<file path="config.mk">
export PLATFORM = sky130hd
export DESIGN_NAME = mat_operand_feeder
export DESIGN_NICKNAME = d
export VERILOG_FILES = /design/src/rtl/mat_operand_feeder.sv
export SDC_FILE = /design/constraint.sdc
export NUM_CORES = 1
export LEC_CHECK = 0
export BUFFER_PORTS_ARGS = -buffer_cell sky130_fd_sc_hd__buf_2
export CORE_UTILIZATION = 56
export DETAILED_ROUTE_END_ITERATION = 16
export MAX_ROUTING_LAYER = met4
export PLACE_DENSITY = 0.86
export SKIP_LAST_GASP = 1
export SLEW_MARGIN = 20
export SYNTH_ARGS = -nofsm -noshare
export SYNTH_HDL_FRONTEND = slang
export SYNTH_SLANG_ARGS = --single-unit
</file>
<file path="constraint.sdc">
create_clock -name clk -period 6.7 [get_ports clk]
set_input_delay 1.34 -clock clk [delete_from_list [all_inputs] [get_ports clk]]
set_output_delay 1.34 -clock clk [all_outputs]
set_load 0.03 [all_outputs]
</file>
<file path="src/rtl/mat_operand_feeder.sv">
// Operand sequencer for a 3x3 dot-product stage. Loads A then B (row-major) from a
// serial element stream, then issues the nine (row of A, column of B) pairs in
// row-major result order with a ready/valid handshake on both sides.
module mat_operand_feeder #(
   parameter int unsigned WIDTH = 8
) (
   input  logic                  clk,
   input  logic                  rst,
   input  logic                  axiiv,
   input  logic [WIDTH-1:0]      axiid,
   output logic                  axiir,
   output logic [2:0][WIDTH-1:0] row1,
   output logic [2:0][WIDTH-1:0] col2,
   output logic                  axiov,
   input  logic                  axior,
   output logic [1:0]            row_idx,
   output logic [1:0]            col_idx,
   output logic                  last
);

   typedef enum logic {StLoad, StIssue} state_e;

   state_e state_q, state_d;

   // Flat storage: entries 0..8 hold A row-major, 9..17 hold B row-major.
   logic [WIDTH-1:0]      mem_q [18];
   logic [WIDTH-1:0]      mem_v [18];
   logic [4:0]            cnt_q, cnt_d;
   logic [2:0][WIDTH-1:0] row1_q, row1_d, col2_q, col2_d;
   logic [2:0][WIDTH-1:0] sel_row, sel_col;
   logic [1:0]            ri_q, ri_d, ci_q, ci_d;
   logic [1:0]            nxt_i, nxt_j, pi, pj;
   logic                  axiov_q, axiov_d, last_q, last_d;
   logic                  accept, ld_first, xfer;

   assign accept   = axiiv && axiir;
   assign ld_first = accept && (cnt_q == 5'd17);
   assign xfer     = (state_q == StIssue) && axiov_q && axior;

   // State register.
   always_ff @(posedge clk or posedge rst) begin
      if (rst) state_q <= StLoad;
      else     state_q <= state_d;
   end

   // Next-state logic.
   always_comb begin
      state_d = state_q;
      unique case (state_q)
         StLoad:  if (ld_first) state_d = StIssue;
         StIssue: if (xfer && last_q) state_d = StLoad;
         default: state_d = StLoad;
      endcase
   end

   // Decoded FSM output: input side is ready only while loading.
   always_comb begin
      axiir = (state_q == StLoad);
   end

   // Element storage; contents after reset are irrelevant but kept deterministic.
   always_ff @(posedge clk or posedge rst) begin
      if (rst) begin
         for (int n = 0; n < 18; n++) mem_q[n] <= '0;
      end else if (accept) begin
         mem_q[cnt_q] <= axiid;
      end
   end

   // Storage view with the element being written this cycle bypassed in.
   always_comb begin
      mem_v = mem_q;
      if (accept) mem_v[cnt_q] = axiid;
   end

   // Pair selection: (0,0) on load completion, else the row-major successor.
   always_comb begin
      if (ci_q == 2'd2) begin
         nxt_j = 2'd0;
         nxt_i = ri_q + 2'd1;
      end else begin
         nxt_j = ci_q + 2'd1;
         nxt_i = ri_q;
      end
      pi = ld_first ? 2'd0 : nxt_i;
      pj = ld_first ? 2'd0 : nxt_j;
      for (int k = 0; k < 3; k++) begin
         sel_row[k] = mem_v[5'(pi) * 5'd3 + 5'(k)];
         sel_col[k] = mem_v[5'd9 + 5'(k) * 5'd3 + 5'(pj)];
      end
   end

   // Next values for the byte counter and the registered issue outputs.
   always_comb begin
      cnt_d   = cnt_q;
      row1_d  = row1_q;
      col2_d  = col2_q;
      ri_d    = ri_q;
      ci_d    = ci_q;
      axiov_d = axiov_q;
      last_d  = last_q;
      if (accept) cnt_d = (cnt_q == 5'd17) ? 5'd0 : cnt_q + 5'd1;
      if (ld_first) begin
         row1_d  = sel_row;
         col2_d  = sel_col;
         ri_d    = 2'd0;
         ci_d    = 2'd0;
         axiov_d = 1'b1;
         last_d  = 1'b0;
      end else if (xfer) begin
         if (last_q) begin
            // row1/col2 intentionally keep the final pair.
            ri_d    = 2'd0;
            ci_d    = 2'd0;
            axiov_d = 1'b0;
            last_d  = 1'b0;
         end else begin
            row1_d = sel_row;
            col2_d = sel_col;
            ri_d   = nxt_i;
            ci_d   = nxt_j;
            last_d = (nxt_i == 2'd2) && (nxt_j == 2'd2);
         end
      end
   end

   // Counter and output registers.
   always_ff @(posedge clk or posedge rst) begin
      if (rst) begin
         cnt_q   <= '0;
         row1_q  <= '0;
         col2_q  <= '0;
         ri_q    <= '0;
         ci_q    <= '0;
         axiov_q <= 1'b0;
         last_q  <= 1'b0;
      end else begin
         cnt_q   <= cnt_d;
         row1_q  <= row1_d;
         col2_q  <= col2_d;
         ri_q    <= ri_d;
         ci_q    <= ci_d;
         axiov_q <= axiov_d;
         last_q  <= last_d;
      end
   end

   assign row1    = row1_q;
   assign col2    = col2_q;
   assign row_idx = ri_q;
   assign col_idx = ci_q;
   assign axiov   = axiov_q;
   assign last    = last_q;

endmodule

</file>
==> reports/metrics.cfg, run 1 <==
[synth]
syn-cell-area_sq_mm = 0.0117
syn-instance-count = 1093
ys_seq_area_frac = 0.437
synth_cell_types = 65
synthesis.nets = 1115
synth_edf_count = 0
synthFlopType = dfrtp_1
synth-async-reset-ratio = 1.00
syn_area_per_cell_sq_um = 10.7
ys_ff_latch = 204
ys_warn_count = 0

[power]
pwr_density_cell_mw_per_mm2 = 576
vdd_drop_max_mv = 0.307
leakagePower_nw = 6.89

[routing]
via_per_inst = 6.25
routed_wl_um = 31500
wl_per_cell_um = 22.4
drt-initial-drc-count = 1022
firstDrtPassIters = 5
dr_total_vias = 8776
ant_nets = 0
post-route-drc-count = 0

[finish]
antenna_cells = 0
final_cell_mix = dfrtp_1 (204), mux2i_1 (199), inv_1 (126)
drive_gt1_frac = 0.205
area_growth_pct = 10.2
final_common_cell = dfrtp_1
num-nets-final = 1141

[timing]
min_period_over_period = 0.660
setup_slack_ns = 2.28
tightest_slew_ns = 1.13
period_needed_ns = 4.42
setup_tns_ns = 0
hold_viol = 0
skew_ns = 0.0138
slew_headroom = 0.248
setup_viol = 0
holdWs_ns = 0.464
drv_slew = 0
rsz0062_at_grt = false
max_freq_mhz = 226

[global_route]
track_usage = 0.311
antenna_found_initial = 0
grt-ovfl-total = 0
grt_pass1_wl_um = 49900
grt_pass1_vias = 8481
grt_start_max_net_pins = 72

[setup_path]
reg2reg_depth = 14
worstPathRequired_ns = 7.05
r2r_start = cnt_q[1]$_DFFE_PP0N_
crit_slowest_cell = ha_1
worstPathCellList = buf_2, nand2b_1, nor2_4, nor2_1, ha_1, xor2_1, buf_4, nand2b_1, nor3_1, a22oi_1, o211ai_1, a211o_1, a31oi_1
cp-startpoint = axiiv
worstPathArrival_ns = 4.78
r2r_slack_ns = 2.40
worstSetupPathType = primary input to flip-flop
critPathCaptureType = flip-flop
critPathMostFrequentCell = nand2b_1
crit_fanout = 25
worstSetupStartpointType = primary input
r2r-end = row1[19]$_DFFE_PP0P_
endpoint = row1[19]$_DFFE_PP0P_
cpPeakStageDelay_ns = 1.00

[clocking]
post-cts-setup-buffers = 0
hold_buffers = 0
cts_resized = 0
cts_made_buffers = 22
clkLatencyLatePin_ns = 0.52
cts_num_sinks = 204
htreeDepth = 1
cts.reportedPaths.clkPinSlew_ns = 0.06
cts_tree = yes
cts_buffer_depth = 3
root_buffer = clkbuf_16

[place]
numPortBuffers = 66
dp_slack_ns = 1.87
gp_congestion = 0.948
post-dp-hpwl_um = 22300

[floorplanning]
io_pins = 67
fp.dieW_um = 146
die-area_sq_mm = 0.0214
coreArea_sq_mm = 0.0203
die_y_um = 146
rows = 52
start_util = 0.575

[job]
cap_violations = 0

[hold_path]
hold_class = flip-flop to flip-flop

[status]
status = finished clean

[critical path, delay by kind of cell]
family | cells | cell delay, ns
adders and majority gates | 1 | 1.00
and+or+nand+nor | 5 | 1.31
buffers and inverters | 2 | 0.37
xor gates and xnor gates | 1 | 0.20
AOI/OAI and AO/OA | 4 | 0.55
[flip-flops by register name, indices dropped and copies added (netlist names)]
register  cells
cnt_q         5
col2         24
col_idx       2
last          1
axiov         1
state_q       1
row1         24
mem_q       144
row_idx       2
[worst min path at each step]
| stage | from | to | slack, ns | cells past startpoint |
|---|---|---|---|---|
| after global routing | row1[9]$_DFFE_PP0P_ | row1[9]$_DFFE_PP0P_ | 0.50 | 2 |
| after detailed placement | row1[9]$_DFFE_PP0P_ | row1[9]$_DFFE_PP0P_ | 0.46 | 2 |
| final | row1[9]$_DFFE_PP0P_ | row1[9]$_DFFE_PP0P_ | 0.46 | 2 |
| after global placement | row1[9]$_DFFE_PP0P_ | row1[9]$_DFFE_PP0P_ | 0.45 | 2 |
| after floorplan | mem_q[143]$_DFF_PP0_ | mem_q[143]$_DFF_PP0_ | 0.45 | 2 |
| after CTS | row1[9]$_DFFE_PP0P_ | row1[9]$_DFFE_PP0P_ | 0.47 | 2 |
[kinds of logic (layout without fill, tap and decap cells)]
logic type,count (synthesis),count (layout),synth area share
DFF,204,204,0.437
muxes,286,286,0.287
adders and majority gates,10,10,0.0107
and+or+nand+nor,207,207,0.0916
AOI/OAI and AO/OA,171,171,0.0947
buffers and inverters,209,251,0.0730
xor gates and xnor gates,6,6,0.00515
[final cells by class]
type	count	area [sq um]
well taps	270	338
inverters	128	484
flip-flops and latches	204	5100
clock buffers	28	634
clock inverters	12	93.8
multi-input cells	680	5740
fillers	1642	7440
repair buffers	83	458
[synth_stat cells, types with 4 or more instances]
library cell | n | share of area
a211o_1 | 8 | 0.0060
a211oi_1 | 8 | 0.0051
a21oi_1 | 42 | 0.018
a22o_1 | 7 | 0.0053
a22oi_1 | 10 | 0.0064
a31oi_1 | 7 | 0.0038
and2_1 | 13 | 0.0070
buf_1 | 9 | 0.0029
buf_2 | 14 | 0.0060
buf_4 | 7 | 0.0045
clkbuf_1 | 47 | 0.015
dfrtp_1 | 204 | 0.44
ha_1 | 10 | 0.011
inv_1 | 127 | 0.041
mux2_2 | 53 | 0.051
mux2i_1 | 199 | 0.17
mux4_2 | 34 | 0.066
nand2_1 | 56 | 0.018
nand2_2 | 9 | 0.0048
nand2b_1 | 8 | 0.0043
nand3_1 | 15 | 0.0064
nand3b_1 | 5 | 0.0032
nand4_1 | 4 | 0.0021
nor2_1 | 62 | 0.020
nor2b_1 | 7 | 0.0038
o211ai_1 | 11 | 0.0071
o21ai_0 | 25 | 0.011
o21ai_1 | 4 | 0.0017
o22ai_1 | 27 | 0.014
or4_1 | 6 | 0.0039
[power breakdown]
part | switching, W | internal [W]
clock | 0.000510 | 0.000709
combinational | 0.00257 | 0.00169
sequential | 0.000221 | 0.00171
[routing by layer]
metal  wire [um]  track usage
met1       13800        0.456
met2       14400        0.466
met3        2570       0.0369
met4         668       0.0714
met5           0            -
[metrics by stage]
step | std cells | cell area, sq um | power (W) | utilization
final | 1405 | 12900 | 0.00741 | 0.633
after global routing | 1405 | 12900 | 0.00778 | 0.633
after CTS | 1405 | 12900 | 0.00733 | 0.633
after detailed placement | 1365 | 12100 | 0.00608 | 0.597
after global placement | 1365 | 12100 | 0.00598 | 0.597
after floorplan | 1093 | 11700 | 0.00507 | -
Power figures use the tool's default switching activity.
==> run 2: changes to the inputs <==
- ABC_AREA: default -> 1
- CORE_UTILIZATION: 56 -> 60
- PLACE_DENSITY: 0.86 -> 0.88
- clock period: 6.7 -> 4.1 ns (I/O delays scaled with it)
==> run 2 against run 1 <==
Net effect: first-iteration DRC count is 75% higher; synthesized cell count increased by 61%; register-to-register slack worse by 1.7 ns; critical path type is now flip-flop to flip-flop.
==> reports/metrics.cfg, run 2 <==
[global_route]
track_usage = 0.464  ; +0.153
antenna_found_initial = 1  ; +1
grt_pass1_vias = 12084  ; +42%
grt_pass1_wl_um = 69500  ; +39%
grt_start_max_net_pins = 107  ; +49%
grt-ovfl-total = 0  ; unchanged

[status]
status = finished clean

[floorplanning]
start_util = 0.619  ; +0.0439
coreArea_sq_mm = 0.0197  ; -2.9%
rows = 51  ; -1.9%
io_pins = 67  ; unchanged
fp.dieW_um = 145  ; -1.2%
die_y_um = 145  ; -1.2%
die-area_sq_mm = 0.0209  ; -2.4%

[setup_path]
r2r_start = cnt_q[1]$_DFFE_PP0N_
worstSetupStartpointType = flip-flop
crit_fanout = 64  ; +160%
r2r-end = row1[7]$_DFFE_PP0P_
worstPathArrival_ns = 3.80  ; -0.98 ns
r2r_slack_ns = 0.70  ; -1.70 ns
worstPathRequired_ns = 4.50  ; -2.55 ns
worstSetupPathType = flip-flop to flip-flop
reg2reg_depth = 14  ; unchanged
critPathCaptureType = flip-flop

[hold_path]
hold_class = primary input to async pin

[routing]
firstDrtPassIters = 12  ; +7
drt-initial-drc-count = 1789  ; +75%
via_per_inst = 6.18  ; -1.0%
dr_total_vias = 12890  ; +47%
ant_nets = 0  ; unchanged
routed_wl_um = 45500  ; +44%
wl_per_cell_um = 21.8  ; -2.7%
post-route-drc-count = 0  ; unchanged

[place]
numPortBuffers = 66  ; unchanged
place_area_sq_mm = 0.0128  ; +5.9%
gp_congestion = 1.02  ; +8.0%
dp_slack_ns = 0.574  ; -1.30 ns
post-dp-hpwl_um = 31000  ; +39%

[synth]
synthesis.nets = 1785  ; +60%
yosysMostFrequentCell = nand2_1
synth_edf_count = 0  ; unchanged
yosysTopAreaCellShare = 0.418  ; -0.0190
syn_area_per_cell_sq_um = 6.92  ; -35%
ys_ff_latch = 204  ; unchanged
synth_cell_types = 32  ; -51%
ys_seq_area_frac = 0.418  ; -0.0190
ys_warn_count = 0  ; unchanged
synth_commonest_cells = nand2_1 (541), nand3_1 (422), dfrtp_1 (204)
synthTopCellsByArea = dfrtp_1 (42%), nand3_1 (17%), nand2_1 (17%)
synth_top_cell_by_area = dfrtp_1
syn-instance-count = 1763  ; +61%
synth-async-reset-ratio = 1.00  ; unchanged
syn-cell-area_sq_mm = 0.0122  ; +4.5%
synthFlopType = dfrtp_1

[clocking]
cts.reportedPaths.clkPinSlew_ns = 0.07  ; about the same
clkLatencyLatePin_ns = 0.53  ; about the same
cts_num_sinks = 204  ; unchanged
cts_resized = 0  ; unchanged
htreeDepth = 1  ; unchanged
cts_made_buffers = 23  ; +4.5%
hold_buffers = 0  ; unchanged
post-cts-setup-buffers = 0  ; unchanged
root_buffer = clkbuf_16
cts_tree = yes
cts_buffer_depth = 3  ; unchanged

[timing]
slew_headroom = 0.381  ; +0.134
hold_viol = 0  ; unchanged
rsz0062_at_grt = false
tightest_slew_ns = 0.925  ; -0.204 ns
skew_ns = 0.0139  ; +0.0000792 ns
min_period_over_period = 0.830
setup_viol = 0  ; unchanged
drv_slew = 0  ; unchanged
max_freq_mhz = 294
period_needed_ns = 3.40
setup_tns_ns = 0  ; unchanged
setup_slack_ns = 0.695  ; -1.58 ns

[finish]
drive_gt1_frac = 0.0907  ; -0.115
largest_reg_flops = 144  ; unchanged
design_area_sq_mm = 0.0136  ; +6.1%
area_growth_pct = 11.8
fillers = 1711  ; +4.2%
num-nets-final = 1824  ; +60%
final_cell_mix = nand2_1 (541), nand3_1 (422), dfrtp_1 (204)
final_common_cell = nand2_1
top_register = mem_q
seq_area_sq_mm = 0.00510  ; unchanged
multiInputGateArea_sq_mm = 0.00602  ; +4.7%
postLayoutCoreUtil = 0.692  ; +0.0586

[job]
cap_violations = 0  ; unchanged

-- run 2: changes by cell type in the layout (fill, tap and decap cells not counted), sizes merged, moves of 10 or more --
cell	change
mux4	-34
a22oi	-10
nand3	+408
a31oi	+11
o211ai	+10
buf	+21
and2	+37
o22ai	-25
mux2i	-199
mux2	-53
nand2	+479
inv	+57
o21ai	+48
-- run 2: cell families after synthesis --
| group | share of synthesized area |
|---|---|
| fa+ha+maj | 0.0103 |
| simple gates | 0.393 |
| compound gates | 0.0849 |
| flops | 0.418 |
| buf+inv | 0.0901 |
| xor+xnor | 0.00277 |
-- run 2: routing by layer --
| layer | vias to the layer above | track usage | wire length (um) |
|---|---|---|---|
| met5 | - | - | 0 |
| met4 | 0 | 0.293 | 3270 |
| met3 | 193 | 0.0841 | 5170 |
| met2 | 887 | 0.692 | 20000 |
| met1 | 5975 | 0.584 | 17100 |
| li1 | 5835 | - | - |
-- run 2: how the worst max path moves through the flow --
stage                      endpoint  slack, ns                  from
6_report        row1[7]$_DFFE_PP0P_       0.70  cnt_q[1]$_DFFE_PP0N_
5_1_grt         row1[8]$_DFFE_PP0P_       0.53  cnt_q[1]$_DFFE_PP0N_
2_1_floorplan     axiov$_DFFE_PP0P_       0.64                   rst
3_5_place_dp   row1[20]$_DFFE_PP0P_       0.57                 axiiv
4_1_cts        row1[20]$_DFFE_PP0P_       0.82  cnt_q[1]$_DFFE_PP0N_
3_3_place_gp   row1[20]$_DFFE_PP0P_       0.68                 axiiv
-- run 2: layout make-up --
class                           instances  share of cell area
Multi-Input combinational cell       1283               0.441
Sequential cell                       204               0.374
Timing Repair Buffer                  104              0.0515
Inverter                              186              0.0514
Clock buffer                           33              0.0501
Tap cell                              265              0.0243
Clock inverter                          9             0.00743
Antenna cell                            1            0.000183
-- run 2: through the flow --
step | hold slack, ns | cells
3_5_place_dp | 0.465 | 2041
2_1_floorplan | 0.455 | 1763
5_1_grt | 0.318 | 2085
6_report | 0.297 | 2085
3_3_place_gp | 0.463 | 2041
4_1_cts | 0.485 | 2083
-- run 2: critical path: stages, from the launching register on --
cell      delay (ns)
dfrtp_1         0.41
inv_1           0.11
ha_1            0.18
nand3_1         0.14
nor2_2          0.39
nor2_1          0.20
inv_1           0.14
ha_2            0.29
clkinv_1        0.06
buf_4           0.60
nand3_1         0.16
nand3_1         0.13
nand3_1         0.12
nand3_1         0.24
nand2_1         0.08
Power of run 2 is left out: the tool's default activity adds up to more than one toggle a clock period on the data nets, which glitch-free logic cannot reach.
